## config.mk

```make
export PLATFORM = sky130hd
export DESIGN_NAME = game_over_banner_ctrl
export DESIGN_NICKNAME = d
export VERILOG_FILES = /design/src/rtl/game_over_banner_ctrl.sv
export SDC_FILE = /design/constraint.sdc
export NUM_CORES = 1
export LEC_CHECK = 0
export ABC_AREA = 1
export BUFFER_PORTS_ARGS = -buffer_cell sky130_fd_sc_hd__buf_4
export CAP_MARGIN = 20
export CORE_UTILIZATION = 40
export CTS_BUF_LIST = sky130_fd_sc_hd__clkbuf_4 sky130_fd_sc_hd__clkbuf_8 sky130_fd_sc_hd__clkbuf_16
export CTS_CLUSTER_SIZE = 14
export DETAILED_ROUTE_END_ITERATION = 10
export HOLD_SLACK_MARGIN = 0.06
export PLACE_DENSITY = 0.72
export SLEW_MARGIN = 20
export SYNTH_ARGS = -nofsm -noshare
export SYNTH_HDL_FRONTEND = slang
export SYNTH_SLANG_ARGS = --single-unit
```

## constraint.sdc

```tcl
create_clock -name clk -period 2.5 [get_ports clk]
set_clock_uncertainty 0.1 [all_clocks]
set_input_delay 0.75 -clock clk [delete_from_list [all_inputs] [get_ports clk]]
set_output_delay 0.75 -clock clk [all_outputs]
set_load 0.03 [all_outputs]
```

## src/rtl/game_over_banner_ctrl.sv

```systemverilog
// -----------------------------------------------------------------------------
// game_over_banner_ctrl
//
// Spells the end-of-game banner "GAME OVER" one glyph at a time. For each of the
// nine slots (G A M E _ O V E R) it drives a letter index to an external
// combinational 5x5 decoder. It latches the returned glyph and shows it for
// HOLD_TICKS display ticks. When GAP_TICKS > 0 it inserts that many blank ticks
// between consecutive slots.
//
// Optional feature (macro BANNER_LOOP_EN):
//   defined   - the banner repeats until abort/rst; done pulses once per pass.
//   undefined - a single pass, then a one-cycle DONE state and back to IDLE.
//
// Ports:
//   clk            system clock
//   rst            synchronous active-high reset
//   tick           one-cycle timebase enable from the frame divider
//   start          begin banner (honoured only in IDLE)
//   abort          cancel banner immediately (highest priority)
//   alphabet_order letter index to decoder (0=G 1=A 2=M 3=E 4=O 5=V 6=R)
//   display_code   25-bit glyph returned combinationally by the decoder
//   glyph          registered glyph to renderer, row-major, MSB = top-left
//   glyph_valid    glyph is a displayable slot (letter or space)
//   slot_idx       current slot 0..8
//   busy           high in every state except IDLE
//   done           one-cycle pulse at banner completion
// -----------------------------------------------------------------------------
module game_over_banner_ctrl #(
    parameter int HOLD_TICKS = 50,
    parameter int GAP_TICKS  = 10
) (
    input  logic        clk,
    input  logic        rst,
    input  logic        tick,
    input  logic        start,
    input  logic        abort,
    output logic [2:0]  alphabet_order,
    input  logic [24:0] display_code,
    output logic [24:0] glyph,
    output logic        glyph_valid,
    output logic [3:0]  slot_idx,
    output logic        busy,
    output logic        done
);

    localparam int MAX_HG   = (HOLD_TICKS > GAP_TICKS) ? HOLD_TICKS : GAP_TICKS;
    localparam int MAX_T    = (MAX_HG > 2) ? MAX_HG : 2;
    localparam int CW       = $clog2(MAX_T);
    localparam bit GAP_EN   = (GAP_TICKS > 0);
    localparam logic [CW-1:0] HOLD_LAST = CW'(HOLD_TICKS - 1);
    localparam logic [CW-1:0] GAP_LAST  = CW'((GAP_TICKS > 0) ? GAP_TICKS - 1 : 0);
    localparam logic [3:0] LAST_SLOT  = 4'd8;
    localparam logic [3:0] SPACE_SLOT = 4'd4;

    typedef enum logic [2:0] {
        S_IDLE,
        S_LOAD,
        S_SHOW,
        S_GAP,
        S_DONE
    } state_t;

    // Letter index for each slot of "GAME OVER"; the space slot borrows index 0
    // and its glyph is forced blank when loaded.
    function automatic logic [2:0] slot_code(input logic [3:0] slot);
        case (slot)
            4'd0:    slot_code = 3'd0;
            4'd1:    slot_code = 3'd1;
            4'd2:    slot_code = 3'd2;
            4'd3:    slot_code = 3'd3;
            4'd5:    slot_code = 3'd4;
            4'd6:    slot_code = 3'd5;
            4'd7:    slot_code = 3'd3;
            4'd8:    slot_code = 3'd6;
            default: slot_code = 3'd0;
        endcase
    endfunction

    state_t          state, state_next;
    logic [CW-1:0]   cnt, cnt_n;
    logic [24:0]     glyph_n;
    logic            valid_n;
    logic [3:0]      slot_n;
    logic [2:0]      order_n;
    logic            busy_n;
    logic            done_n;

    logic            slot_end;
    logic            gap_end;
    logic            last_slot;
    logic [3:0]      slot_inc;

    assign slot_end  = (state == S_SHOW) && tick && (cnt == HOLD_LAST);
    assign gap_end   = (state == S_GAP)  && tick && (cnt == GAP_LAST);
    assign last_slot = (slot_idx == LAST_SLOT);
    // Wraps to slot 0 only in loop mode; single-pass mode never leaves slot 8
    // through this path.
    assign slot_inc  = last_slot ? 4'd0 : slot_idx + 4'd1;

    // State and output registers
    always_ff @(posedge clk) begin
        // NOTE: sequential state uses non-blocking assignments so every register
        // samples the pre-edge values regardless of statement order.
        if (rst) begin
            state          <= S_IDLE;
            cnt            <= '0;
            glyph          <= '0;
            glyph_valid    <= 1'b0;
            slot_idx       <= 4'd0;
            alphabet_order <= 3'd0;
            busy           <= 1'b0;
            done           <= 1'b0;
        end else begin
            state          <= state_next;
            cnt            <= cnt_n;
            glyph          <= glyph_n;
            glyph_valid    <= valid_n;
            slot_idx       <= slot_n;
            alphabet_order <= order_n;
            busy           <= busy_n;
            done           <= done_n;
        end
    end

    // Next-state logic
    always_comb begin
        // NOTE: a default assignment ahead of the case keeps every path assigned,
        // so no latch is inferred.
        state_next = state;
        case (state)
            S_IDLE: if (start) state_next = S_LOAD;
            S_LOAD: state_next = S_SHOW;
            S_SHOW: begin
                if (slot_end) begin
                    if (last_slot) begin
`ifdef BANNER_LOOP_EN
                        state_next = GAP_EN ? S_GAP : S_LOAD;
`else
                        state_next = S_DONE;
`endif
                    end else begin
                        state_next = GAP_EN ? S_GAP : S_LOAD;
                    end
                end
            end
            S_GAP:  if (gap_end) state_next = S_LOAD;
            S_DONE: state_next = S_IDLE;
            default: state_next = S_IDLE;
        endcase
        // abort wins over start and tick from any state.
        if (abort) state_next = S_IDLE;
    end

    // Output logic: computes the next value of every registered output.
    always_comb begin
        glyph_n = glyph;
        valid_n = glyph_valid;
        slot_n  = slot_idx;
        order_n = alphabet_order;
        busy_n  = (state_next != S_IDLE);
        // The pass completes on the ending tick of slot 8 in both modes.
        done_n  = slot_end && last_slot && !abort;

        // The counter restarts on every state change and never wraps inside a slot.
        if (state_next != state)
            cnt_n = '0;
        else if (tick && (state == S_SHOW || state == S_GAP))
            cnt_n = cnt + 1'b1;
        else
            cnt_n = cnt;

        // The decoder has had the whole LOAD cycle to settle on alphabet_order.
        if (state == S_LOAD) begin
            glyph_n = (slot_idx == SPACE_SLOT) ? 25'd0 : display_code;
            valid_n = 1'b1;
        end

        // The slot index and the decoder index advance together on entry to LOAD.
        if (state_next == S_LOAD && state != S_LOAD) begin
            slot_n  = (state == S_IDLE) ? 4'd0 : slot_inc;
            order_n = slot_code(slot_n);
        end

        if ((state_next == S_GAP && state != S_GAP) || state_next == S_DONE) begin
            glyph_n = '0;
            valid_n = 1'b0;
        end

        if (state_next == S_IDLE) begin
            glyph_n = '0;
            valid_n = 1'b0;
            slot_n  = 4'd0;
            order_n = 3'd0;
        end
    end

endmodule
```

# After elaboration in Yosys (flattened, before gate mapping)
# Memory sizes are Yosys's and may differ from the RTL's. A register that Yosys moved wholly into a read port is not among the register bits.
# Index checks and enable logic that the tools add are counted.
[op_classes]
addsub = 2
eq_ne = 13
n_mux = 9
n_reduce_logical = 18
[ops]
columns = ["op", "count"]
rows = [
  ["$mux W25", 1],
  ["$mux W3", 5],
  ["$pmux W3 S4", 1],
  ["$eq A3 B2 Y1 const B", 3],
  ["$logic_and A1 B1 Y1", 9],
  ["$mux W4", 2],
  ["$add A6 B1 Y6 const B", 1],
  ["$eq A3 B1 Y1 const B", 2],
  ["$eq A6 B4 Y1 const B", 1],
  ["$eq A6 B6 Y1 const B", 1],
  ["$logic_not A3 Y1", 2],
  ["$add A4 B1 Y4 const B", 1],
  ["$eq A4 B3 Y1 const B", 1],
  ["$eq A4 B4 Y1 const B", 1],
  ["$reduce_or A2 Y1", 2],
  ["$eq A3 B3 Y1 const B", 1],
  ["$ne A3 B1 Y1 const B", 1],
  ["$ne A3 B2 Y1 const B", 1],
  ["$ne A3 B3 Y1", 1],
  ["$reduce_bool A3 Y1", 1],
  ["$reduce_or A3 Y1", 1],
  ["$logic_or A1 B1 Y1", 2],
  ["$logic_not A1 Y1", 1],
]
[totals]
ff_bits = 41
romBits = 48
out_inout_bits = 35
wordCells = 50
mem_count = 1
[mem_list]
columns = ["memory", "depth", "width", "read_ports", "rd_ports_with_merged_regs", "wr", "line_no", "rtl"]
rows = [
  ["(name not given)", 16, 3, 1, 1, 0, "66", "case (slot)"],
]

# Longest topological paths before layout
[depth]
ltp_word = 10
ltp_mapped = 16

# Least setup slack after synthesis
# No wires, ideal clock.
[synth_timing]
path_type = "register to register"
from = "register slot_idx[0]"
to = "register alphabet_order[2]"
setup_ns = 0.110
t_arrival_ns = 1.826
required_ns = 2.290
setup_slack_ns = 0.464
stages_incl_launch_ff = 14
path_buffers = 0
synth_period_minus_slack_ns = 2.036
cell_sequence = "dfxtp_1 > inv_1 > ha_1 > nand3_2 > nand2_1 > inv_1 > nand2_1 > ha_1 > nand3_1 > nand2_1 > nand3_1 > nand2_1 > nand2_1 > inv_1"
[synth_via]
elab_chain_len = 7
[synth_rtl]
columns = ["item", "line_no", "rtl"]
rows = [
  ["from (decl)", "41", "output logic [3:0] slot_idx,"],
  ["from (signal assigned)", "118", "slot_idx <= slot_n;"],
  ["$eq A4 B4 Y1", "95", "assign last_slot = (slot_idx == LAST_SLOT);"],
  ["$mux W3", "135", "if (last_slot) begin"],
  ["$mux W3", "134", "if (slot_end) begin"],
  ["$pmux W3 S4", "130", "case (state)"],
  ["$mux W3", "151", "if (abort) state_next = S_IDLE;"],
  ["$eq A3 B1 Y1 or $logic_not A3 Y1 (tied branches)", "179, 189", ""],
  ["$logic_and A1 B1 Y1 or $reduce_or A2 Y1 (tied branches)", "-", ""],
  ["to (decl)", "37", "output logic [2:0] alphabet_order,"],
]
# Several ways; a longest one is shown, not always the timed one.
# A chain may end at the register's enable or synchronous reset.

# Final worst setup path
[layout_timing]
from = "register slot_idx[0]"
to = "register alphabet_order[1]"
# Same word-level chain as after synthesis.

==> run_results.csv <==
group,metric,value,unit
global_route,overall_routing_resource_usage,17.3,%
logic_synthesis,synth_cell_types,25,
power_and_ir_drop,max-vdd-ir-drop,0.204,mV
setup_path,cp.required,2.59,ns
timing,final_max_slew_viol_count,0,
placed_design,io_buffer_count,64,
floorplanning,initial_utilization,42.4,%
detailed_routing,drt_wl_total,4380,um
global_route,number_of_antenna_violations_at_the_first_check_in_global_routing,0,
logic_synthesis,flip_flop_and_latch_count_after_synthesis,44,
logic_synthesis,synthCells,268,
run,cap_viol_max_count,0,
clock_tree,cts_hold_buf,0,
placed_design,dpl.cell_count,395,
detailed_routing,routed.top_layer,"met4",
setup_path,timing.critical_path.slowest_stage_cell,"dfxtp_1",
logic_synthesis,post_synth_main_area_contributors,"dfxtp_1 43%, nand2_1 9.7%, a22oi_1 9.2%",
finish,instances_no_fill,403,
logic_synthesis,yosysTopAreaCell,"dfxtp_1",
logic_synthesis,largest_family_of_logic_cells_by_synthesized_area,"simple AND/OR/NAND/NOR gates",
logic_synthesis,synth.net_count,304,
setup_path,path_max_fanout,6,
setup_path,timing.critical_path.from,"slot_idx[0]$_SDFFE_PP0P_",
global_route,grt_max_degree,27,
clock_tree,root_buf_cell,"clkbuf_8",
floorplanning,fp.dieArea,0.00539,mm2
detailed_routing,dr_wl_met3,281,um
setup_path,worst-setup-path-type,"reg -> reg",
logic_synthesis,synth_compound_area_share,12.5,%
min_path,worstHoldPathCells,2,
timing,timing.final.crit_share,84.5,%
logic_synthesis,synth_seq_area_share,43.2,%
setup_path,rr_worst_depth,16,
floorplanning,rows,25,
finish,commonest_non_fill_non_tap_cell_in_the_layout,"buf_4",
setup_path,crit_chain,"inv_1 -> ha_1 -> nand3_2 -> nand2_1 -> inv_1 -> nand2_1 -> inv_1 -> ha_1 -> inv_1 -> nand4_1 -> nand3_1 -> nand2_1 -> nand3_1 -> nand2_1 -> nand2_1 -> inv_1",
logic_synthesis,post_synth_fa_ha_maj_area_fraction,3.68,%
timing,fmax,473,MHz
clock_tree,max-clock-path-buffers,2,
placed_design,global_placer_s_final_weighted_congestion,0.897,
clock_tree,cts_clk_pin_slew_worst_paths,0.08,ns
power_and_ir_drop,power_density,514,mW/mm2
setup_path,worstSetupStartpointType,"register",
placed_design,dp_hpwl,3250,um
detailed_routing,1st_pass_router_iterations,4,
finish,n_antenna_cell,0,
finish,layout_common_cells,"67 x buf_4, 53 x nand2_1, 46 x nor2_1",
logic_synthesis,syn-mean-instance-area,7.61,um2
setup_path,launch_point_of_the_worst_reg_to_reg_path,"slot_idx[0]$_SDFFE_PP0P_",
floorplanning,core_area,0.00482,mm2
detailed_routing,drc_errors,0,
power_and_ir_drop,power_leakage,1.31,nW
timing,slew-limit-headroom,79.7,%
clock_tree,clock_latency,0.29,ns
setup_path,timing.critical_path.slowest_cell_delay,0.36,ns
setup_path,cp_top_family,"simple AND/OR/NAND/NOR gates",
floorplanning,overall_die_width,73.4,um
finish,layout.nets,371,
timing,finalSetupViolCount,0,
detailed_routing,post_drt_wl_per_cell,10.9,um
clock_tree,tritoncts,"built",
timing,timing_worst_slew_pin_value,0.304,ns
detailed_routing,antenna_viol_nets_final,0,
timing,rsz0062_at_grt,"no",
finish,drive_gt1_share,26.5,%
clock_tree,clock_sink_count,44,
min_path,hold_path.startpoint,"glyph_valid$_SDFFE_PP0P_",
floorplanning,design.portCount,65,
placed_design,dpl_cell_area,0.00258,mm2
power_and_ir_drop,report.power.total,1.38,mW
logic_synthesis,synth_warnings,0,
detailed_routing,met1_length,1940,um
detailed_routing,route.detailed.vias_per_inst,4.73,
setup_path,worst-endpoint-arrival,2.21,ns
clock_tree,post_cts.repair.setup_buffers,0,
setup_path,rr_endpoint,"alphabet_order[1]$_SDFFE_PP0P_",
detailed_routing,vias,1906,
clock_tree,htree_num_levels,2,
detailed_routing,met2RoutedLength,2080,um
logic_synthesis,synth_xor_xnor_area_share,2.15,%
timing,hold-worst-slack,0.407,ns
global_route,number_of_global_route_vias_before_repair,1782,
finish,area_growth,31.9,%
min_path,min_delay_worst_endpoint,"glyph_valid$_SDFFE_PP0P_",
clock_tree,numCtsBuffers,5,
timing,final.setup.tns,0,ns
logic_synthesis,syn_area,0.00204,mm2
logic_synthesis,yosys-mux-area-fraction,0,%
run_status,outcome,"complete, no violations",
min_path,timing.hold.worst.class,"reg -> reg",
logic_synthesis,synth_top_area_share,43.2,%
setup_path,ff2ff_setup_slack,0.39,ns
clock_tree,cts-resized-gates,0,
finish,layout.cell_area.non_filler,0.00269,mm2
logic_synthesis,post_synthesis_simple_gate_area_fraction,29.2,%
global_route,global_route_wire_length_before_repair,7330,um
detailed_routing,initialDrtViolationCount,78,
global_route,grt.overflow.total,0,
setup_path,worstPathBufferInverterCount,5,
timing,min_period,2.11,ns
timing,final-hold-violation-count,0,
setup_path,timing.critical_path.to_type,"register",
floorplanning,die_y,73.4,um
[cell type report]
cell class / count / area (um2)
clock buffers: 6 / 76.3
clock inverters: 2 / 35.0
fillers: 482 / 2130
inverters: 38 / 143
multi-input cells: 179 / 970
flip-flops and latches: 44 / 881
well taps: 67 / 83.8
repair buffers: 67 / 503
[cells in the mapped netlist (all sizes together)]
cell,count
nand2,56
nand3,23
o21ai,4
inv,38
a22oi,25
dfxtp,44
clkbuf,2
nor3,1
buf,5
nand4,6
a21oi,3
xor2,5
nor2,48
ha,6
a31oi,1
nand3b,1
[cell families (layout without fill, tap and decap cells)]
logic type,after synthesis,in the layout
AO/OA/AOI/OAI,33,33
XOR/XNOR,5,5
adder cells (fa/ha/maj),6,6
buffers and inverters,45,113
flip-flops,44,44
AND/OR/NAND/NOR,135,135
[report_power, final]
| group | internal, mW | switching [mW] | total, mW |
|---|---|---|---|
| Clock | 0.307 | 0.232 | 0.540 |
| Sequential | 0.706 | 0.00403 | 0.710 |
| Combinational | 0.0577 | 0.0747 | 0.132 |
[worst register-to-register path: cells and delay by family, from the launching register on]
kind / cells / cell delay, ns
and+or+nand+nor: 9 / 0.80
adders and majority gates: 2 / 0.43
DFF: 1 / 0.36
buffers and inverters: 5 / 0.32
[registers in the layout, summed over array words and instances (netlist names)]
name            cells
cnt                 6
slot_idx            4
state               3
done                1
alphabet_order      3
glyph_valid         1
glyph              25
busy                1
[per-layer routing]
metal / global-route usage, % / vias to the layer above
li1: - / 1003
met1: 19.7 / 837
met2: 31.0 / 56
met3: 4.25 / 10
met4: 6.62 / 0
met5: 0 / -
[how the worst max path moves through the flow]
stage / slack, ns / cells after the start / to
finish: 0.39 / 16 / alphabet_order[1]$_SDFFE_PP0P_
CTS: 0.37 / 16 / alphabet_order[1]$_SDFFE_PP0P_
detailed placement: 0.38 / 10 / glyph[21]$_SDFFE_PP0P_
global placement: 0.42 / 9 / glyph[10]$_SDFFE_PP0P_
floorplan: 0.46 / 13 / alphabet_order[2]$_SDFFE_PP0P_
global route: 0.20 / 16 / alphabet_order[1]$_SDFFE_PP0P_
[per-stage QoR]
step / setup WS [ns] / util (%)
finish: 0.387 / 55.9
floorplan: 0.464 / -
global placement: 0.418 / 53.6
CTS: 0.372 / 55.9
global route: 0.197 / 55.9
detailed placement: 0.379 / 53.6
Note: power is estimated with default switching activity, not from simulation.
